File: src/rtl/bit_population_counter_pipe_pkg.sv
// Shared types and elaboration-time helpers for the pipelined population counter.
// Sizing functions are used by both the RTL and the bench so they agree on widths.
package bpc_pkg;

  typedef enum logic {BPC_ONES = 1'b0, BPC_ZEROS = 1'b1} bpc_mode_t;

  function automatic int bpc_cnt_w(int w);
    return $clog2(w + 1);
  endfunction

  function automatic int bpc_ceil_div(int a, int b);
    return (a + b - 1) / b;
  endfunction

  function automatic int bpc_levels(int num_leaves);
    return (num_leaves <= 1) ? 0 : $clog2(num_leaves);
  endfunction

  // Node count at a tree level; an odd node at a level passes up unpaired.
  function automatic int bpc_nodes(int num_leaves, int lvl);
    int n;
    n = num_leaves;
    for (int i = 0; i < lvl; i++) begin
      n = (n + 1) / 2;
    end
    return n;
  endfunction

  // Count width at a level: one extra bit per level, never wider than the final result.
  function automatic int bpc_lvl_w(int leaf_w, int width, int lvl);
    int w;
    w = bpc_cnt_w(leaf_w) + lvl;
    return (w > bpc_cnt_w(width)) ? bpc_cnt_w(width) : w;
  endfunction

endpackage

File: src/rtl/bit_population_counter_pipe_if.sv
// Stream interface for the population counter: word-in and count-out handshakes.
// The slave modport is the counter; the master modport is the source/sink around it.
interface bit_population_counter_pipe_if #(
  parameter int WIDTH = 32
);
  import bpc_pkg::*;

  localparam int CNT_W = bpc_cnt_w(WIDTH);

  logic [WIDTH-1:0] data_i;
  logic             mode_i;
  logic             data_val_i;
  logic             data_rdy_o;
  logic [CNT_W-1:0] data_o;
  logic             data_mode_o;
  logic             data_val_o;
  logic             data_rdy_i;

  modport master (
    output data_i, mode_i, data_val_i, data_rdy_i,
    input  data_rdy_o, data_o, data_mode_o, data_val_o
  );

  modport slave (
    input  data_i, mode_i, data_val_i, data_rdy_i,
    output data_rdy_o, data_o, data_mode_o, data_val_o
  );

endinterface

File: src/rtl/bit_population_counter_pipe_leaf.sv
// Combinational popcount of one LEAF_W-bit slice of the padded input word.
module bpc_leaf
  import bpc_pkg::*;
#(
  parameter int LEAF_W = 4
) (
  input  logic [LEAF_W-1:0]            bits_i,
  output logic [bpc_cnt_w(LEAF_W)-1:0] cnt_o
);

  localparam int CW = bpc_cnt_w(LEAF_W);

  always_comb begin
    cnt_o = '0;
    for (int i = 0; i < LEAF_W; i++) begin
      cnt_o = cnt_o + CW'(bits_i[i]);
    end
  end

endmodule

File: src/rtl/bit_population_counter_pipe.sv
// Pipelined popcount: registered leaf counts followed by a registered pairwise adder tree.
// One global advance enable freezes every stage while the output is stalled.
module bit_population_counter_pipe
  import bpc_pkg::*;
#(
  parameter int WIDTH  = 32,
  parameter int LEAF_W = 4
) (
  input  logic                          clk_i,
  input  logic                          srst_i,
  bit_population_counter_pipe_if.slave  bus
);

  localparam int NUM_LEAVES = bpc_ceil_div(WIDTH, LEAF_W);
  localparam int LEVELS     = bpc_levels(NUM_LEAVES);
  localparam int PAD_W      = NUM_LEAVES * LEAF_W;

  logic             adv;
  logic [PAD_W-1:0] word_pad;

  // Bubbles enter as an all-zero word so every invalid stage carries zero counts and mode.
  always_comb begin
    word_pad = '0;
    if (bus.data_val_i) begin
      word_pad[WIDTH-1:0] = (bus.mode_i == BPC_ZEROS) ? ~bus.data_i : bus.data_i;
    end
  end

  for (genvar l = 0; l <= LEVELS; l++) begin : gen_lvl
    localparam int N = bpc_nodes(NUM_LEAVES, l);
    localparam int W = bpc_lvl_w(LEAF_W, WIDTH, l);

    logic [N-1:0][W-1:0] sum;
    logic [N-1:0][W-1:0] cnt_d;
    logic [N-1:0][W-1:0] cnt_q;
    logic                val_in;
    logic                mode_in;
    logic                val_d;
    logic                val_q;
    logic                mode_d;
    logic                mode_q;

    if (l == 0) begin : g_leaf
      for (genvar k = 0; k < N; k++) begin : g_cnt
        bpc_leaf #(.LEAF_W(LEAF_W)) u_leaf (
          .bits_i (word_pad[k*LEAF_W +: LEAF_W]),
          .cnt_o  (sum[k])
        );
      end
      assign val_in  = bus.data_val_i;
      assign mode_in = bus.data_val_i & bus.mode_i;
    end else begin : g_add
      localparam int NP = bpc_nodes(NUM_LEAVES, l - 1);
      for (genvar j = 0; j < N; j++) begin : g_node
        if (2*j + 1 < NP) begin : g_pair
          assign sum[j] = W'(gen_lvl[l-1].cnt_q[2*j]) + W'(gen_lvl[l-1].cnt_q[2*j+1]);
        end else begin : g_pass
          assign sum[j] = W'(gen_lvl[l-1].cnt_q[2*j]);
        end
      end
      assign val_in  = gen_lvl[l-1].val_q;
      assign mode_in = gen_lvl[l-1].mode_q;
    end

    always_comb begin
      cnt_d  = cnt_q;
      val_d  = val_q;
      mode_d = mode_q;
      if (adv) begin
        cnt_d  = sum;
        val_d  = val_in;
        mode_d = mode_in;
      end
    end

    always_ff @(posedge clk_i) begin
      if (srst_i) begin
        cnt_q  <= '0;
        val_q  <= 1'b0;
        mode_q <= 1'b0;
      end else begin
        cnt_q  <= cnt_d;
        val_q  <= val_d;
        mode_q <= mode_d;
      end
    end
  end

  assign bus.data_val_o  = gen_lvl[LEVELS].val_q;
  assign bus.data_o      = gen_lvl[LEVELS].cnt_q[0];
  assign bus.data_mode_o = gen_lvl[LEVELS].mode_q;

  assign adv            = ~(bus.data_val_o & ~bus.data_rdy_i);
  assign bus.data_rdy_o = adv;

endmodule
File: src/flat_wrapper.sv
// flat-port wrapper written by rule: the top's interface ports become plain ports
module bit_population_counter_pipe_flat import bpc_pkg::*;
#(
  parameter int WIDTH  = 32,
  parameter int LEAF_W = 4
)
  (clk_i, srst_i, bus_data_i, bus_mode_i, bus_data_val_i, bus_data_rdy_i, bus_data_rdy_o, bus_data_o, bus_data_mode_o, bus_data_val_o);
  bit_population_counter_pipe_if #(.WIDTH(WIDTH)) bus_i ();
  input  logic clk_i;
  input  logic srst_i;
  input wire logic [$bits(bus_i.data_i)-1:0] bus_data_i;
  input wire logic [$bits(bus_i.mode_i)-1:0] bus_mode_i;
  input wire logic [$bits(bus_i.data_val_i)-1:0] bus_data_val_i;
  input wire logic [$bits(bus_i.data_rdy_i)-1:0] bus_data_rdy_i;
  output wire logic [$bits(bus_i.data_rdy_o)-1:0] bus_data_rdy_o;
  output wire logic [$bits(bus_i.data_o)-1:0] bus_data_o;
  output wire logic [$bits(bus_i.data_mode_o)-1:0] bus_data_mode_o;
  output wire logic [$bits(bus_i.data_val_o)-1:0] bus_data_val_o;
  assign bus_i.data_i = bus_data_i;
  assign bus_i.mode_i = bus_mode_i;
  assign bus_i.data_val_i = bus_data_val_i;
  assign bus_i.data_rdy_i = bus_data_rdy_i;
  assign bus_data_rdy_o = bus_i.data_rdy_o;
  assign bus_data_o = bus_i.data_o;
  assign bus_data_mode_o = bus_i.data_mode_o;
  assign bus_data_val_o = bus_i.data_val_o;
  bit_population_counter_pipe #(.WIDTH(WIDTH), .LEAF_W(LEAF_W)) u_core (.clk_i(clk_i), .srst_i(srst_i), .bus(bus_i));
endmodule
File: config.mk
export PLATFORM = sky130hd
export DESIGN_NAME = bit_population_counter_pipe_flat
export DESIGN_NICKNAME = d
export VERILOG_FILES = /design/src/rtl/bit_population_counter_pipe_pkg.sv /design/src/rtl/bit_population_counter_pipe_if.sv /design/src/rtl/bit_population_counter_pipe_leaf.sv /design/src/rtl/bit_population_counter_pipe.sv /design/src/flat_wrapper.sv
export SDC_FILE = /design/constraint.sdc
export NUM_CORES = 1
export LEC_CHECK = 0
export ABC_AREA = 0
export CORE_ASPECT_RATIO = 0.6
export CORE_UTILIZATION = 56
export DETAILED_ROUTE_END_ITERATION = 6
export PLACE_DENSITY = 0.8
export SLEW_MARGIN = 20
export SYNTH_ARGS = -nofsm -noshare
export SYNTH_HDL_FRONTEND = slang
export SYNTH_SLANG_ARGS = --single-unit
File: constraint.sdc
create_clock -name clk_i -period 2.8 [get_ports clk_i]
set_input_delay 0.28 -clock clk_i [delete_from_list [all_inputs] [get_ports clk_i]]
set_output_delay 0.28 -clock clk_i [all_outputs]
set_load 0.05 [all_outputs]
Word level (Yosys, flattened, before mapping) --
Index checks and enable logic that the tools add are counted.
Storage, ports and cells: register bits 64, input bits 37, word-level logic and storage cells 61
Cells by class: add/sub/neg operators 31, muxes and demuxes 2, bitwise operators 5
Operator list (number):
- $mux 32 | 2
- $not 32->32 | 1
- $add 2x1->3 | 8
- $add 3x1->3 | 8
- $add 1x1->2 | 8
- $add 3x3->4 | 4
- $add 4x4->5 | 2
- $add 5x5->6 | 1
- $and 1x1->1 | 2
- $not 1->1 | 2

Longest topological paths before layout --
depth after elaboration 6, gate-level depth with buffers 10, mapped depth without buffers 8

Hierarchy --
Synthesis repeated with hierarchy kept, for this count alone.
Unflattened totals: cells, all modules 478, area, all modules 4060.1 um^2
By module, submodules not included:
- bit_population_counter_pipe | times used 1, cells an instance 414, area an instance 3549.7 um^2, sequential area each 1281.2 um^2
- bpc_leaf | times used 8, cells an instance 8, area an instance 63.8 um^2, sequential area each 0.0 um^2

Worst setup path after synthesis --
Ideal clock, no wire load.
kind input to register, start input bus_mode_i, end register u_core.gen_lvl[0].cnt_q[16] (netlist name), setup time 134 ps, data arrival time 2030 ps, required time 2666 ps, path slack 636 ps, stages 10, cells stage by stage buf_2 buf_2 xor2_1 nand2_1 fa_1 inv_1 ha_1 ha_1 nand2_1 a21oi_1
On the way: longest elaborated chain between the ends 5
Ends and longest elaborated chain:
- start, declared | RTL line flat_wrapper.sv:12 | input wire logic [$bits(bus_i.mode_i)-1:0] bus_mode_i;
- $mux 32 * | RTL line bit_population_counter_pipe.sv:25 | word_pad[WIDTH-1:0] = (bus.mode_i == BPC_ZEROS) ? ~bus.data_i : bus.data_i;
- $mux 32 * | RTL line bit_population_counter_pipe.sv:24 | if (bus.data_val_i) begin
- $add 1x1->2 | RTL line bit_population_counter_pipe_leaf.sv:16 | cnt_o = cnt_o + CW'(bits_i[i]);
- $add 2x1->3 | RTL line bit_population_counter_pipe_leaf.sv:16
- $add 3x1->3 * | RTL line bit_population_counter_pipe_leaf.sv:16
- via u_core.gen_lvl[0].g_leaf.g_cnt[5].u_leaf.cnt_o[1] | RTL line bit_population_counter_pipe_leaf.sv:8 | output logic [bpc_cnt_w(LEAF_W)-1:0] cnt_o
- end signal, assigned | RTL line bit_population_counter_pipe.sv:82 | cnt_q <= cnt_d;
- end, declared | RTL line bit_population_counter_pipe.sv:35 | logic [N-1:0][W-1:0] cnt_q;
The timed path passes the listed nets; every way through them passes the cells marked *. A chain may end at the register's enable or synchronous reset.

Worst setup path in the final report --
start input bus_data_val_i, end register u_core.gen_lvl[0].cnt_q[22] (netlist name)
On the way: longest elaborated chain between the ends 4
Ends and longest elaborated chain:
- start, declared | RTL line flat_wrapper.sv:13 | input wire logic [$bits(bus_i.data_val_i)-1:0] bus_data_val_i;
- $mux 32 * | RTL line bit_population_counter_pipe.sv:24
- $add 1x1->2 | RTL line bit_population_counter_pipe_leaf.sv:16
- $add 2x1->3 | RTL line bit_population_counter_pipe_leaf.sv:16
- $add 3x1->3 * | RTL line bit_population_counter_pipe_leaf.sv:16
- via u_core.gen_lvl[0].g_leaf.g_cnt[7].u_leaf.cnt_o[1] | RTL line bit_population_counter_pipe_leaf.sv:8
Marks and branches as above.

==> flow_summary.ini <==
[outcome]
status = complete, no violations

[sta]
worst_clock_skew_ps = 4.024
tns_ps = 0
period_needed_ps = 2139
grt_setup_unrepaired = no
hold_viol = 0
slew_viol_final = 0
maxSlewHeadroom_pct = 48.89
timing.final.crit_share_pct = 76.40
fmax_mhz = 467.5
worstMarginPinSlew_ps = 766.7
setup-violations-final = 0
whs_ps = 455.9

[synthesis]
synth_area_leaders = dfxtp_1 (33%), ha_1 (13%), nand2_1 (9.5%), fa_1 (7.8%), xor2_1 (7.2%)
synth_common_cells = nand2_1 (98), dfxtp_1 (64), a21oi_1 (49), ha_1 (41), xor2_1 (32)
netlist_instances = 451
ys_seq_area_share_pct = 33.09
synth-edff-count = 0
syn_nets = 544
yosys.cell_types.count = 31
synth_top_area_share_pct = 33.09
avgSynthCellArea_sq_um = 8.586
ys.flop_type = dfxtp_1
async_flop_share_pct = 0
yosysMostFrequentCell = nand2_1
synth_area_sq_mm = 0.003872
yosysWarnings = 0
ys_seq_elements = 64
yosysTopAreaCell = dfxtp_1

[drt]
drtIter0Drc = 150
drtPass1Iterations = 4
routed_wl_mm = 7.495
drcViolationCount = 0
ant_nets = 0
vias_per_cell = 5.215
wl_per_cell_microns = 13.01
num_vias = 3004

[clock_tree]
cts_max_path_buffers = 2
postCtsSetupBuffers = 0
cts.reportedPaths.clkPinSlew_ps = 50
cts-buffers-inserted = 9
clock_latency_ps = 320
cts_hold_repair.buffers = 0
htreeDepth = 3
cts_num_sinks = 64
cts_resized = 0
cts_root_buf = clkbuf_16
cts_tree = done

[floorplan]
die_w_microns = 109.4
start_util_pct = 58.00
fp-row-count = 23
io_pins = 46
dieArea_sq_mm = 0.007263
core_sq_mm = 0.006676
fp.dieH_microns = 66.42

[grt]
grt_usage_pct = 23.63
grt_antenna_before_repair = 0
grt_max_degree = 64
grt_pass1_wl_mm = 13.06
grt_pass1_vias = 2934
grt-ovfl-total = 0

[critical_path]
endpoint_kind = register
slowest_stage = fa_1
cp.arrival_ps = 2380
r2r_slack_ps = 1140
worst-path-buf-inv = 3
critPathMaxStageDelay_ps = 540
crit_family = adder cells
path_cells = clkdlybuf4s50_1 > buf_4 > nand2_1 > fa_1 > inv_1 > ha_1 > ha_1 > nand2_1 > a21oi_1
start_kind = input pin
cp.required_ps = 3050
critPathKind = in2reg
critical_path_peak_fanout = 34

[pwr]
power_density_mw_per_mm2 = 577.4
p_leak_nw = 2.097
worst_ir_drop_vdd_v = 0.0004152

[placed_design]
dp_hpwl_mm = 5.167
numPlacedInstances = 560
placedInstanceArea_sq_mm = 0.004319
portBuffers = 45
gp_congestion = 0.7501

[cells_and_area]
drive_gt1_share_pct = 6.135
stdcell_area_sq_mm = 0.004623
fin_util_pct = 69.25
area_growth_pct = 19.39
stdcell_count = 576
n_antenna_cell = 0
nNetsFinal = 577

[min_path]
min_path_type = reg2reg

[flow_run]
cap_violations = 0
==> area by class of cell <==
class | count | area [sq um]
Fill cell | 526 | 2053
Inverter | 24 | 90.09
Clock buffer | 14 | 294.0
Clock inverter | 2 | 10.01
Timing Repair Buffer | 51 | 495.5
Tap cell | 87 | 108.9
Sequential cell | 64 | 1281
Multi-Input combinational cell | 334 | 2344
==> report_power, final <==
group | switching, mW | total [mW] | internal [mW]
registers | 0.0620 | 1.06 | 1.00
logic | 0.271 | 0.512 | 0.241
clock network | 0.378 | 1.09 | 0.716
total | 0.711 | 2.67 | 1.96
==> worst min-delay path: cells and delay by family, from the launching register on <==
kind | cells | cell delay, ps
and+or+nand+nor | 1 | 50
AOI/OAI and AO/OA | 1 | 50
DFF | 1 | 310
==> flip-flops by register name, summed over array words and instances (netlist names) <==
register	cells
u_core.bus.data_mode_o	1
u_core.bus.data_o	6
u_core.bus.data_val_o	1
u_core.gen_lvl.cnt_q	50
u_core.gen_lvl.mode_q	3
u_core.gen_lvl.val_q	3
==> worst paths after layout <==
kind                                                 from                                        to  cells after the start
setup / recovery                           bus_data_val_i  u_core.gen_lvl[0].cnt_q[22]$_SDFFE_PP0N_                      9
hold / removal       u_core.gen_lvl[0].val_q$_SDFFE_PP0N_      u_core.gen_lvl[0].val_q$_SDFFE_PP0N_                      2
setup reg to reg  u_core.gen_lvl[2].cnt_q[0]$_SDFFE_PP0N_         u_core.bus.data_o[4]$_SDFFE_PP0N_                      7
hold reg to reg      u_core.gen_lvl[0].val_q$_SDFFE_PP0N_      u_core.gen_lvl[0].val_q$_SDFFE_PP0N_                      2
==> through the flow <==
step | power, mW | setup WS (ps)
after global placement | 1.561 | 393.0
after detailed placement | 1.589 | 331.3
after global routing | 2.827 | 524.6
after floorplan | 1.423 | 635.9
after CTS | 2.700 | 654.8
final | 2.669 | 660.9
==> kinds of logic (layout without fill, tap and decap cells) <==
group           Yosys count  count (layout)  share of synthesized area [%]
compound gates           73              73                          11.18
fa+ha+maj                56              56                          21.00
simple gates            167             167                          19.71
buf+inv                  53              91                          6.397
xor+xnor                 37              37                          8.368
flops                    64              64                          33.09
mux                       1               1                         0.2585
==> cells in the final DEF (no fill, tap or decap), drive strengths merged, types with 2 or more instances in the layout <==
cell | synthesis | routed
nand3b | 5 | 5
a21oi | 49 | 49
nand4b | 3 | 3
dfxtp | 64 | 64
fa | 15 | 15
clkdlybuf4s50 | 0 | 42
buf | 20 | 9
xnor2 | 5 | 5
a211oi | 13 | 13
nor2b | 5 | 5
nor3 | 8 | 8
nand2 | 98 | 98
nor2 | 19 | 19
inv | 24 | 24
clkbuf | 9 | 14
ha | 41 | 41
nand3 | 4 | 4
a21o | 8 | 8
xor2 | 32 | 32
clkinv | 0 | 2
or4 | 3 | 3
and2 | 20 | 20
==> layer usage <==
layer,part of all wire (%),GRT usage (%)
met1,47,27.94
met2,49,41.04
met3,3.4,7.389
met4,0.48,7.333
met5,0,0
Power figures use the tool's default switching activity.
